## src/rtl/xbus_ram_bridge_pkg.sv

```systemverilog
// xbus_ram_bridge_pkg: FSM state encoding and default RAM/hole window limits for the Xbus RAM bridge
package xbus_ram_bridge_pkg;
  typedef enum logic [1:0] {IDLE, RD, WR, ACK} state_t;
  localparam logic [21:0] DEF_RAM_LIMIT  = 22'o11000000;
  localparam logic [21:0] DEF_HOLE_LIMIT = 22'o11100000;
endpackage

```

## src/rtl/xbus_watchdog.sv

```systemverilog
// xbus_watchdog: saturating access watchdog
//   clk, reset_n : clock, async active-low reset
//   clr          : zero the counter (idle)
//   en           : count one cycle of an outstanding access
//   expired      : this edge brings the count to TIMEOUT
module xbus_watchdog #(
  parameter int              TO_W    = 8,
  parameter logic [TO_W-1:0] TIMEOUT = '1
) (
  input  logic clk,
  input  logic reset_n,
  input  logic clr,
  input  logic en,
  output logic expired
);
  logic [TO_W-1:0] cnt;
  always_ff @(posedge clk or negedge reset_n) begin
    if (!reset_n) cnt <= '0;
    else if (clr) cnt <= '0;
    else if (en && cnt != TIMEOUT) cnt <= cnt + 1'b1;
  end
  assign expired = en && (cnt == TIMEOUT - 1'b1);
endmodule

```

## src/rtl/xbus_ram_bridge.sv

```systemverilog
// xbus_ram_bridge: registered Xbus-to-SDRAM bridge with RAM window, ack-only hole window and access watchdog
//   Xbus side   : addr, datain, req, write in; dataout, ack, err out; decode is combinational
//   SDRAM side  : sdram_addr, sdram_data_out, sdram_req, sdram_write out; sdram_data_in, sdram_ready, sdram_done in
module xbus_ram_bridge
  import xbus_ram_bridge_pkg::*;
#(
  parameter int                ADDR_W     = 22,
  parameter int                DATA_W     = 32,
  parameter logic [ADDR_W-1:0] RAM_LIMIT  = DEF_RAM_LIMIT,
  parameter logic [ADDR_W-1:0] HOLE_LIMIT = DEF_HOLE_LIMIT,
  parameter int                TIMEOUT    = 255,
  parameter int                TO_W       = 8
) (
  input  logic              clk,
  input  logic              reset_n,
  input  logic [ADDR_W-1:0] addr,
  input  logic [DATA_W-1:0] datain,
  input  logic              req,
  input  logic              write,
  output logic [DATA_W-1:0] dataout,
  output logic              ack,
  output logic              err,
  output logic              decode,
  output logic [ADDR_W-1:0] sdram_addr,
  output logic [DATA_W-1:0] sdram_data_out,
  input  logic [DATA_W-1:0] sdram_data_in,
  output logic              sdram_req,
  output logic              sdram_write,
  input  logic              sdram_ready,
  input  logic              sdram_done
);
  state_t state;
  logic   expired;
  assign decode = addr < HOLE_LIMIT;
  xbus_watchdog #(.TO_W(TO_W), .TIMEOUT(TO_W'(TIMEOUT))) u_wdog (
    .clk     (clk),
    .reset_n (reset_n),
    .clr     (state == IDLE),
    .en      (state == RD || state == WR),
    .expired (expired)
  );
  always_ff @(posedge clk or negedge reset_n) begin
    if (!reset_n) begin
      state          <= IDLE;
      ack            <= 1'b0;
      err            <= 1'b0;
      sdram_req      <= 1'b0;
      sdram_write    <= 1'b0;
      dataout        <= '0;
      sdram_addr     <= '0;
      sdram_data_out <= '0;
    end else begin
      case (state)
        IDLE: if (req && decode) begin
          sdram_addr     <= addr;
          sdram_data_out <= datain;
          if (addr >= RAM_LIMIT) begin
            // hole: ack immediately, reads return zero, writes are dropped
            dataout <= '0;
            ack     <= 1'b1;
            state   <= ACK;
          end else if (write) begin
            sdram_write <= 1'b1;
            state       <= WR;
          end else begin
            sdram_req <= 1'b1;
            state     <= RD;
          end
        end
        RD: if (sdram_ready || expired) begin
          // completion beats a simultaneous timeout; a master that gave up gets no ack
          sdram_req <= 1'b0;
          dataout   <= sdram_ready ? sdram_data_in : '1;
          err       <= req && !sdram_ready;
          ack       <= req;
          state     <= req ? ACK : IDLE;
        end
        WR: if (sdram_done || expired) begin
          sdram_write <= 1'b0;
          if (!sdram_done) dataout <= '1;
          err         <= req && !sdram_done;
          ack         <= req;
          state       <= req ? ACK : IDLE;
        end
        default: if (!req) begin
          ack   <= 1'b0;
          err   <= 1'b0;
          state <= IDLE;
        end
      endcase
    end
  end
endmodule

```

## config.mk

```make
export PLATFORM = sky130hd
export DESIGN_NAME = xbus_ram_bridge
export DESIGN_NICKNAME = d
export VERILOG_FILES = /design/src/rtl/xbus_ram_bridge_pkg.sv /design/src/rtl/xbus_watchdog.sv /design/src/rtl/xbus_ram_bridge.sv
export SDC_FILE = /design/constraint.sdc
export NUM_CORES = 1
export LEC_CHECK = 0
export ABC_CLOCK_PERIOD_IN_PS = 3630
export BUFFER_PORTS_ARGS = -buffer_cell sky130_fd_sc_hd__buf_2
export CAP_MARGIN = 30
export CORE_ASPECT_RATIO = 0.5
export CORE_MARGIN = 5
export CORE_UTILIZATION = 50
export DETAILED_ROUTE_END_ITERATION = 16
export PLACE_DENSITY = 0.82
export SKIP_LAST_GASP = 1
export SYNTH_ARGS = -nofsm -noshare
export SYNTH_HDL_FRONTEND = slang
export SYNTH_SLANG_ARGS = --single-unit
```

## constraint.sdc

```tcl
create_clock -name clk -period 3.63 [get_ports clk]
set_clock_uncertainty 0.05 [all_clocks]
set_input_delay 0.363 -clock clk [delete_from_list [all_inputs] [get_ports clk]]
set_output_delay 0.363 -clock clk [all_outputs]
set_load 0.005 [all_outputs]
```

==> results.yml <==
status:
  run_status: "complete, no violations"
grt:
  track_usage: 0.197
  grt_max_degree: 80
  grt_pass1_wl_mm: 18.5
  grtUsageMet2: 0.358
  use_met3: 0.0490
  antenna_found_initial: 0
  met1_usage: 0.228
  globalRoute.totalOverflow: 0
  grt_pass1_vias: 3634
  top_usage_layer: "met2"
drt:
  via_count: 3446
  drc_errors: 0
  drtIter0Drc: 176
  drtPass1Iterations: 4
  via_per_inst: 5.23
  drt_wl_total_mm: 11.1
  ant_nets: 0
  wl_per_cell_microns: 16.8
synth:
  syn_avg_cell_area_sq_um: 13.2
  synthTopCellsByArea: "dfrtp_1 (53%), mux2_2 (14%), mux2_4 (9.6%)"
  synth_edf_count: 0
  synth_seq_cells: 100
  synth_cells: 355
  yosys.area.top_type: "dfrtp_1"
  ys_seq_area_frac: 0.533
  synthArstFlopShare: 1.00
  syn_area_sq_um: 4700
  syn_nets: 453
  synth_cell_type_count: 42
  synth_top_cell_area_share: 0.533
  ys.flop_type: "dfrtp_1"
  ys.warnings.count: 0
clock_network:
  cts_made_buffers: 9
  tritoncts: "yes"
  clkLatencyLatePin_ps: 340
  h-tree-depth: 3
  clk_pin_slew_ps: 70
  cts_buffer_depth: 2
  cts_setup_buffers: 0
  cts_root_buf: "clkbuf_16"
  cts_sinks: 100
min_path:
  hold_depth: 2
  min_from: "datain[9]"
  hold_path_class: "input pin to flip-flop"
placed_design:
  placed_cell_area_sq_um: 5670
  routabilityCongestion: 0.835
  port_buffers: 182
  dp.final_hpwl_mm: 7.77
final_layout:
  fillCellCount: 702
  diodes: 0
  nets: 632
  drive_gt1_frac: 0.558
  fin_area_sq_um: 6040
  synthToLayoutAreaGrowth_pct: 28.5
setup_path:
  end_kind: "flip-flop"
  critPathKind: "flip-flop to flip-flop"
  startpoint: "state[0]$_DFFE_PN0P_"
  cp_cell_sequence: "inv_1 > ha_1 > nand2_1 > o32ai_4 > nand4_4 > mux2_4"
  worstPathMaxFanout: 32
  cp_top_family: "simple AND/OR/NAND/NOR gates"
  reg2reg_depth: 6
  max_stage_delay_ps: 680
  crit_buf_inv: 1
  r2r_start: "state[0]$_DFFE_PN0P_"
  required_ps: 3800
  arrival_ps: 2830
  start_kind: "flip-flop"
  cpMaxStageDelayCell: "nand4_4"
  cp.depth: 6
sta:
  period_needed_ps: 2660
  min_period_over_period: 0.733
  worst_pin_slew_ps: 803
  tns_ps: 0
  timing.slew.headroom: 0.464
  rsz0062_at_grt: "false"
  hold_viol_final: 0
  timing.fmax_mhz: 376
  setup_viol: 0
  drv_slew: 0
die:
  initial_utilization: 0.506
  row_count: 25
  core_sq_um: 9290
  die_y_microns: 78.5
  dieArea_sq_um: 11600
  fp.dieW_microns: 147
  ioPinCount: 183
pwr:
  cellPowerDensity_nw_per_um2: 886
  leakage_uw: 0.00302
  worst_ir_drop_vdd_mv: 0.357
flow_run:
  drv_cap: 0
==> cell usage in the layout (no fill, tap or decap), types with 2 or more instances in the layout <==
master       n
a41oi_1      2
bufinv_16    2
xnor2_1      2
a31oi_1      2
mux2_2      60
clkbuf_8     2
nor2_1       8
inv_1        7
or3_1        2
a21oi_1      7
clkbuf_16    9
o211ai_1     2
xor2_1       2
o31ai_1      3
dfrtp_1    100
nand2_1     38
ha_1         6
mux2_4      30
a21boi_0    32
nand3_1      4
nand4_1      2
buf_4        7
or4_1        3
o21ai_0      4
buf_2      181
==> sequential cells by signal, indices dropped and copies added (netlist names) <==
name,count
sdram_req,1
ack,1
err,1
state,2
sdram_addr,22
dataout,32
sdram_write,1
sdram_data_out,32
u_wdog.cnt,8
==> cell families (layout without fill, tap and decap cells) <==
group,after synthesis,count (layout),share of synthesized area
AO/OA/AOI/OAI,60,60,0.101
XOR/XNOR,4,4,0.00746
adder cells (fa/ha/maj),6,6,0.0160
buffers and inverters,29,212,0.0352
flip-flops,100,100,0.533
multiplexers,91,91,0.242
AND/OR/NAND/NOR,65,65,0.0658
==> final cells by class <==
class	instances	area, sq um	area share
clock buffer	12	256	0.0425
clock inverter	3	68.8	0.0114
inverter	7	26.3	0.00435
multi-input combinational	226	2030	0.337
sequential	100	2500	0.415
tap	121	151	0.0251
timing repair buffer	190	996	0.165
==> report_power, final <==
group          switching, uW  total, uW  internal (uW)
sequential               246       1840           1590
combinational           1120       2470           1350
clock                    398       1040            641
total                   1760       5350           3590
==> synthesized netlist by cell type, types with 2 or more instances <==
master	count
or4_1	3
xnor2_1	2
inv_1	7
a21oi_1	7
nor2_1	8
a41oi_1	2
a21boi_0	32
o211ai_1	2
clkbuf_1	9
or3_1	2
mux2_4	30
mux2_2	60
buf_6	3
o31ai_1	3
nand3_1	4
dlygate4sd1_1	3
buf_2	3
o21ai_0	4
dfrtp_1	100
buf_4	4
a31oi_1	2
xor2_1	2
ha_1	6
nand4_1	2
nand2_1	38
==> metrics by stage <==
step / util / hold slack (ps) / instances / setup WS, ps / total power [uW]
6_report: 0.650 / 203 / 659 / 969 / 5350
5_1_grt: 0.650 / 190 / 659 / 784 / 5720
4_1_cts: 0.646 / 186 / 657 / 946 / 5400
3_5_place_dp: 0.611 / 437 / 642 / 975 / 4340
3_3_place_gp: 0.611 / 434 / 642 / 1000 / 4240
2_1_floorplan: - / 17.4 / 355 / 1610 / 3540
==> worst register-to-register path: cells and delay by family (launching register included) <==
kind                       cells  cell delay (ps)
adders and majority gates      1              300
buffers and inverters          1              100
DFF                            1              410
muxes                          1              570
AOI/OAI and AO/OA              1              340
and+or+nand+nor                2              790
==> what timing repair did <==
item,in CTS,in global routing
hold endpoints to repair,0,13
resized for setup,0,0
hold buffers,0,1
==> worst paths after layout <==
path | to | slack, ps
setup / recovery | dataout[22]$_DFFE_PN0P_ | 970
hold / removal | sdram_data_out[9]$_DFFE_PN0P_ | 200
setup reg to reg | dataout[22]$_DFFE_PN0P_ | 970
hold reg to reg | sdram_data_out[5]$_DFFE_PN0P_ | 450
max in group asynchronous | sdram_data_out[5]$_DFFE_PN0P_ | 2330
min in group asynchronous | dataout[26]$_DFFE_PN0P_ | 380
==> routing by layer <==
| metal | wire (microns) | up-vias |
|---|---|---|
| li1 | - | 1609 |
| met4 | 250 | 0 |
| met5 | 0 | - |
| met1 | 4390 | 1692 |
| met2 | 5890 | 123 |
| met3 | 559 | 22 |
(Power assumes the default switching activity.)
